File: src/rtl/ice_sl_arbiter.sv
`default_nettype none
// ============================================================================
// Module  : ice_sl_arbiter
// Brief   : ICE slave-bus arbiter: fixed/round-robin grant with a one-cycle gap
//           between grants; optional hold-timeout watchdog (ICE_ARB_TIMEOUT_EN).
// Revision: 1.0
// ============================================================================
module ice_sl_arbiter #(
  parameter int NUM_DEV   = 7,
  parameter int IDX_W     = 3,
  parameter int TIMEOUT_W = 16
) (
  input  logic                 clk,
  input  logic                 reset,
  input  logic                 rr_mode,
  input  logic [NUM_DEV-1:0]   sl_arb_request,
  output logic [NUM_DEV-1:0]   sl_arb_grant,
  output logic [IDX_W-1:0]     grant_idx,
  output logic                 grant_valid,
  input  logic [TIMEOUT_W-1:0] timeout_limit,
  output logic                 timeout_evt,
  output logic [IDX_W-1:0]     timeout_idx
);

  localparam int SPAN = 2**IDX_W;
  localparam int CW   = IDX_W + 1;

  typedef enum logic [1:0] {IDLE = 2'd0, GRANT = 2'd1, GAP = 2'd2} state_t;

  state_t             state;
  logic [IDX_W-1:0]   last_granted;
  logic [NUM_DEV-1:0] eligible;
  logic [SPAN-1:0]    req_pad;
  logic [SPAN-1:0]    elig_pad;
  logic               any_elig;
  logic [IDX_W-1:0]   winner;
  logic [CW-1:0]      cand;
  logic               holder_req;
  logic               revoke;

`ifdef ICE_ARB_TIMEOUT_EN
  logic [NUM_DEV-1:0]   lockout;
  logic [TIMEOUT_W-1:0] hold_cnt;

  assign eligible = sl_arb_request & ~lockout;
  assign revoke   = (state == GRANT) && holder_req && (timeout_limit != '0) &&
                    (hold_cnt == timeout_limit - TIMEOUT_W'(1));

  // A revoked device stays locked out until its request is seen low.
  always_ff @(posedge clk) begin
    if (reset) begin
      hold_cnt    <= '0;
      lockout     <= '0;
      timeout_evt <= 1'b0;
      timeout_idx <= '0;
    end else begin
      timeout_evt <= revoke;
      lockout     <= lockout & sl_arb_request;
      if (revoke) begin
        timeout_idx          <= grant_idx;
        lockout[grant_idx]   <= 1'b1;
      end
      if (state == IDLE && any_elig)
        hold_cnt <= '0;
      else if (state == GRANT && hold_cnt != '1)
        hold_cnt <= hold_cnt + TIMEOUT_W'(1);
    end
  end
`else
  logic unused_timeout_limit;

  assign eligible             = sl_arb_request;
  assign revoke               = 1'b0;
  assign timeout_evt          = 1'b0;
  assign timeout_idx          = '0;
  assign unused_timeout_limit = ^timeout_limit;
`endif

  always_comb begin
    req_pad                 = '0;
    req_pad[NUM_DEV-1:0]    = sl_arb_request;
    elig_pad                = '0;
    elig_pad[NUM_DEV-1:0]   = eligible;
  end

  assign holder_req = req_pad[grant_idx];

  // Search order starts at 0 (fixed) or just after the last grant (round-robin).
  always_comb begin
    any_elig = 1'b0;
    winner   = '0;
    cand     = '0;
    for (int k = 0; k < NUM_DEV; k++) begin
      if (rr_mode) begin
        cand = {1'b0, last_granted} + CW'(k + 1);
        if (cand >= CW'(NUM_DEV))
          cand = cand - CW'(NUM_DEV);
      end else begin
        cand = CW'(k);
      end
      if (!any_elig && elig_pad[cand[IDX_W-1:0]]) begin
        any_elig = 1'b1;
        winner   = cand[IDX_W-1:0];
      end
    end
  end

  always_ff @(posedge clk) begin
    if (reset) begin
      state        <= IDLE;
      sl_arb_grant <= '0;
      grant_idx    <= '0;
      grant_valid  <= 1'b0;
      last_granted <= IDX_W'(NUM_DEV - 1);
    end else begin
      case (state)
        IDLE: begin
          if (any_elig) begin
            sl_arb_grant <= NUM_DEV'(1) << winner;
            grant_idx    <= winner;
            grant_valid  <= 1'b1;
            last_granted <= winner;
            state        <= GRANT;
          end
        end
        GRANT: begin
          // grant_idx is left untouched so the bus mux select never glitches.
          if (!holder_req || revoke) begin
            sl_arb_grant <= '0;
            grant_valid  <= 1'b0;
            state        <= GAP;
          end
        end
        GAP:     state <= IDLE;
        default: state <= IDLE;
      endcase
    end
  end

endmodule
`default_nettype wire

File: config.mk
export PLATFORM = sky130hd
export DESIGN_NAME = ice_sl_arbiter
export DESIGN_NICKNAME = d
export VERILOG_FILES = /design/src/rtl/ice_sl_arbiter.sv
export SDC_FILE = /design/constraint.sdc
export NUM_CORES = 1
export LEC_CHECK = 0
export ABC_CLOCK_PERIOD_IN_PS = 3400
export CORE_ASPECT_RATIO = 0.5
export CORE_MARGIN = 2
export CORE_UTILIZATION = 50
export DETAILED_ROUTE_END_ITERATION = 12
export PLACE_DENSITY = 0.79
export SETUP_SLACK_MARGIN = 0.5
export SLEW_MARGIN = 40
export SYNTH_ARGS = -nofsm -noshare
export SYNTH_HDL_FRONTEND = slang
export SYNTH_SLANG_ARGS = --single-unit
File: constraint.sdc
create_clock -name clk -period 3.4 [get_ports clk]
set_input_delay 0.85 -clock clk [delete_from_list [all_inputs] [get_ports clk]]
set_output_delay 0.85 -clock clk [all_outputs]
set_load 0.005 [all_outputs]
# [Word level (Yosys, flattened, before mapping)]
# Cells that the tools add are included.
[op_classes] reduce_logical=17 magnitude_cmp=15 mux=53 add_sub_neg=14 eq_ne=3 shifts=1
[ops] cell="two-way mux 3 bit" count=21
[ops] cell="less-than comparator 3 x 4 -> 1 bit, second input constant" count=8
[ops] cell=">= comparator 4 x 3 -> 1 bit, second input constant" count=7
[ops] cell="binary-select mux 1 bit (select 3 bit)" count=8
[ops] cell="subtractor 3 bit, second input constant" count=7
[ops] cell="two-way mux 1 bit" count=17
[ops] cell="adder 3 x 3 -> 4 bit, second input constant" count=4
[ops] cell="two-way mux 7 bit" count=2
[ops] cell="case mux 7 bit (2 select lines)" count=1
[ops] cell="adder 3 x 2 -> 4 bit, second input constant" count=2
[ops] cell="left shift 1 x 3 -> 7 bit, first input constant" count=1
[ops] cell="logical AND 1 bit" count=6
[ops] cell="logical NOT 1 bit" count=6
[ops] cell="adder 3 x 1 -> 4 bit, second input constant" count=1
[ops] cell="two-way mux 2 bit" count=2
[ops] cell="inequality test 2 bit, second input constant" count=2
[ops] cell="case mux 2 bit (2 select lines)" count=1
[ops] cell="AND reduction 2 bit" count=2
[ops] cell="AND reduction 3 bit" count=1
[ops] cell="equality test 2 x 1 -> 1 bit, second input constant" count=1
[ops] cell="logical NOT 2 bit" count=1
[ops] cell="case mux 1 bit (2 select lines)" count=1
[ops] cell="nonzero test 2 bit" count=1
[totals] register_bits=16 elab_cells=108 out_inout_bits=15 inputBits=26

# [Depth between registers and ports, before layout]
[depth] ltp_word=28 depth_mapped=16 mapped_depth_nobuf=13

# [Least setup slack after synthesis]
# OpenSTA, ideal clock, no wires.
[synth_timing] kind="reg2reg" from="register last_granted[1]" to="register sl_arb_grant[1]" t_required_ns=3.283 path_slack_ns=-0.268 path_stages_with_launch=14 path_buffers=1 setup_time_ns=0.117 synth_period_minus_slack_ns=3.668 t_arrival_ns=3.552 path_cell_list="dfxtp_1 inv_1 ha_1 fa_1 buf_6 mux2_4 nor4b_1 or4_1 a21bo_4 or2_1 or2_1 o32a_2 nor2b_1 a22o_1"
[synth_via] elab_chain_len=28 elab_cells_between_ends=80 classes_between="14 x add/sub; 7 x order compare; 1 x eq/ne; 1 x shift; 44 x mux; 13 x reduce/logical"
[synth_lines] item="from (decl)" line="31" source="logic [IDX_W-1:0] last_granted;"
[synth_lines] item="from (signal assigned)" line="114" source="last_granted <= IDX_W'(NUM_DEV - 1);"
[synth_lines] item="from (signal assigned)" line="122" source="last_granted <= winner;"
[synth_lines] item="adder 3 x 1 -> 4 bit" line="95" source="cand = {1'b0, last_granted} + CW'(k + 1);"
[synth_lines] item=">= comparator 4 x 3 -> 1 bit or subtractor 3 bit (tied branches)" line="96, 97"
[synth_lines] item="two-way mux 3 bit" line="96" source="if (cand >= CW'(NUM_DEV))"
[synth_lines] item="two-way mux 3 bit" line="94" source="if (rr_mode) begin"
[synth_lines] item="binary-select mux 1 bit (select 3 bit)" line="101" source="if (!any_elig && elig_pad[cand[IDX_W-1:0]]) begin"
[synth_lines] item="two-way mux 1 bit (implied by the code)" line="101"
[synth_lines] item="two-way mux 1 bit" line="101"
[synth_lines] item="logical NOT 1 bit" line="101"
[synth_lines] item="(+12 left out)"
[synth_lines] item="logical AND 1 bit" line="101"
[synth_lines] item="two-way mux 1 bit" line="101"
[synth_lines] item="logical NOT 1 bit" line="101"
[synth_lines] item="logical AND 1 bit" line="101"
[synth_lines] item="two-way mux 3 bit" line="101"
[synth_lines] item="left shift 1 x 3 -> 7 bit" line="119" source="sl_arb_grant <= NUM_DEV'(1) << winner;"
[synth_lines] item="two-way mux 7 bit" line="118" source="if (any_elig) begin"
[synth_lines] item="case mux 7 bit (2 select lines)" line="116" source="case (state)"
[synth_lines] item="to (signal assigned)" line="119"
[synth_lines] item="to (decl)" line="17" source="output logic [NUM_DEV-1:0] sl_arb_grant,"
# Parallel ways exist; a longest one is shown, timed or not. The select of a mux whose other input is x is not followed.
# A chain may end at the register's enable or synchronous reset.

# [Worst setup path after layout]
[layout_timing] from="input port rr_mode" to="register sl_arb_grant[3]"
[layout_via] elab_chain_len=25 elab_cells_between_ends=52 classes_between="1 x eq/ne; 1 x shift; 37 x mux; 13 x reduce/logical"
[layout_lines] item="from (decl)" line="15" source="input logic rr_mode,"
[layout_lines] item="two-way mux 3 bit" line="94"
[layout_lines] item="binary-select mux 1 bit (select 3 bit)" line="101"
[layout_lines] item="two-way mux 1 bit (implied by the code)" line="101"
[layout_lines] item="two-way mux 1 bit" line="101"
[layout_lines] item="logical NOT 1 bit" line="101"
[layout_lines] item="logical AND 1 bit" line="101"
[layout_lines] item="two-way mux 1 bit" line="101"
[layout_lines] item="logical NOT 1 bit" line="101"
[layout_lines] item="(+9 left out)"
[layout_lines] item="logical AND 1 bit" line="101"
[layout_lines] item="two-way mux 1 bit" line="101"
[layout_lines] item="logical NOT 1 bit" line="101"
[layout_lines] item="logical AND 1 bit" line="101"
[layout_lines] item="two-way mux 3 bit" line="101"
[layout_lines] item="left shift 1 x 3 -> 7 bit" line="119"
[layout_lines] item="two-way mux 7 bit" line="118"
[layout_lines] item="case mux 7 bit (2 select lines)" line="116"
# Parallel ways exist; a longest one is shown, timed or not. The select of a mux whose other input is x is not followed.

==> results.cfg <==
[run_status]
outcome = complete, but fails checks
violations = negative setup slack

[clocking]
cts_buffers = 3
clk_pin_slew_worst_paths_ps = 60
ctsHoldBuffers = 0
cts-root-buf = clkbuf_8
clock_sinks = 15
clk_path_buf_depth = 2
h-tree-depth = 1
cts_tree = yes
clock_latency_ps = 250

[synth]
ys.flop_type = dfxtp_1
synth_edf_count = 0
synthMuxAreaShare = 0.1132
yosysWarnings = 0
yosys.area.top_type = dfxtp_1
ys_ff_latch = 15
synthAdderAreaFrac = 0.05760
yosysTopAreaCellShare = 0.1192
synth_xor_area_frac = 0.02880
ys_seq_area_frac = 0.1192
netlist_top_cells_count = nand2_1, a21oi_1, mux2i_1
synth_area_per_cell_um2 = 8.103
yosysUniqueCellTypes = 89
synth_simple_gate_area_frac = 0.2512
syn_inst = 311
synthTopCellsByArea = dfxtp_1, mux2i_1, ha_1
async_reset_ff_frac = 0
synth_compound_area_frac = 0.3247
synth_top_family_by_area = compound AO/OA/AOI/OAI gates
yosysMostFrequentCell = nand2_1
syn_area_mm2 = 0.002520

[layout]
final_area_mm2 = 0.003830
layout.nets = 444
antenna_cells = 0
fin_util = 0.7837
drive_above_1_share = 0.4557
area_growth_pct = 51.99

[hold_path]
hp-class = register to register

[power]
power.switching_mw = 2.217
p_int_mw = 2.309
p_clk_frac = 0.032
sequentialPowerShare = 0.068
swShare = 0.4898
leakagePower_nw = 1.573
p_comb_frac = 0.900
powerDensity_mw_per_mm2 = 1182
ir_drop_uv = 931.4

[grt]
grt_pass1_wl_mm = 13.01
track_usage = 0.2932
antenna_found_initial = 0
grt_start_max_net_pins = 21
grt_pass1_vias = 2689
globalRouteOverflowTotal = 0

[critical_path]
arrival_ps = 3630
cp_max_fo = 10
start_kind = input pin
crit_path_end_kind = register
crit_type = input pin to register
cp.required_ps = 3540

[floorplanning]
core_mm2 = 0.004887
die_w_um = 104.4
row_count = 18
start_util = 0.5156
pin_count = 41
fp.dieH_um = 54.20
dieArea_mm2 = 0.005658

[placement]
dp_hpwl_mm = 6.284
portBuffers = 20
post_dp_cell_area_mm2 = 0.003342
gp_congestion = 0.9208

[routing]
drt-total-wl_mm = 9.540
drtAntennaViolNets = 0
route.detailed.drc = 0
drtIter0Drc = 246
via_count = 3024
avgViaCountPerCell = 6.353
firstDrtPassIters = 7
wire_per_inst_um = 20.04

[timing]
whs_ps = 470.4
final_hold_viol_count = 0
setup_violations = 10
max_freq_mhz = 286.5
fin_worst_skew_ps = 1.586
fin_ws_ps = -90.50
fin_crit_ps = 3490
rsz0062_at_grt = yes
period_share = 1.027
final-max-slew-violation-count = 0

[run]
max-cap-violations = 0
-- metrics by stage --
stage          power (mW)  setup TNS (ps)  cells  setup WS, ps
6_report            4.526          -601.8    476        -90.50
3_3_place_gp        3.473           -4501    456        -394.9
3_5_place_dp        3.587           -5685    456        -480.0
4_1_cts             4.025          -603.5    469        -87.44
5_1_grt             4.765           -1754    476        -177.2
2_1_floorplan       2.495               0    314         150.8
-- layout make-up --
class,count,area [um2]
Clock buffer,3,41.29
Clock inverter,1,5.005
Fill cell,293,1057
Inverter,16,67.56
Multi-Input combinational cell,257,2355
Sequential cell,15,306.5
Tap cell,70,87.58
Timing Repair Buffer,114,967.2
-- cell usage in the layout, fill, tap and decap left out, types with 4 or more instances in the layout --
cell type | synthesis | layout
a211oi_4 | 1 | 4
a21o_1 | 6 | 6
a21oi_1 | 20 | 17
a21oi_2 | 2 | 4
buf_4 | 9 | 89
clkdlybuf4s50_1 | 0 | 17
conb_1 | 1 | 4
dfxtp_1 | 15 | 12
ha_2 | 0 | 4
inv_1 | 14 | 11
mux2i_1 | 18 | 14
nand2_1 | 30 | 29
nand2b_1 | 15 | 11
nand2b_4 | 0 | 4
nand3_1 | 6 | 5
nor2_1 | 14 | 12
nor2b_1 | 9 | 8
nor3_1 | 9 | 7
o211ai_1 | 6 | 6
o21ai_0 | 8 | 7
-- worst max-delay path: stages --
cell           delay [ps]
dlygate4sd2_1         290
bufbuf_16             290
o2bb2ai_1             150
a221o_1               400
o211ai_1              250
o2111ai_2             200
o21ai_0               250
a21oi_1               160
o22a_4                270
a21oi_2               180
nor3_4                 70
a32o_1                270
-- path summary, 6_finish.rpt --
check	cells after the start	start	slack [ps]	endpoint
setup / recovery	12	rr_mode	-90	sl_arb_grant[3]
hold / removal	1	state[1]	470	state[1]
setup reg to reg	14	last_granted[1]	-60	sl_arb_grant[5]
hold reg to reg	1	state[1]	470	state[1]
-- per-layer routing --
metal,up-vias,share of wire,track usage
met5,-,0,0
met4,0,0.048,0.1419
met3,60,0.094,0.02906
met2,200,0.46,0.5403
met1,1419,0.40,0.3583
li1,1345,-,-
-- power groups by stage --
stage               Sequential, mW  Combinational (mW)  Clock [mW]
finish                       0.309                4.07       0.143
global route                 0.317                4.30       0.152
CTS                          0.305                3.57       0.146
detailed placement           0.311                3.28           0
global placement             0.307                3.17           0
floorplan                    0.309                2.19           0
-- timing repair --
| item | 4_1_cts | 5_1_grt |
|---|---|---|
| pin swaps | 12 | 30 |
| cloned | 1 | 0 |
| buffers inserted | 8 | 7 |
| setup endpoints to repair | 14 | 14 |
| gates resized for setup | 18 | 42 |
-- state kept, by name, summed over array words and instances (netlist names) --
register / flops
state: 2
grant_valid: 1
last_granted: 2
sl_arb_grant: 7
grant_idx: 3
-- logic make-up (layout without fill, tap and decap cells) --
group / Yosys count / in the layout
adders and majority gates: 11 / 11
DFF: 15 / 15
muxes: 25 / 25
xor gates and xnor gates: 4 / 4
and+or+nand+nor: 113 / 113
buffers and inverters: 42 / 134
AOI/OAI and AO/OA: 100 / 100
other: 1 / 4
Power figures use the tool's default switching activity.
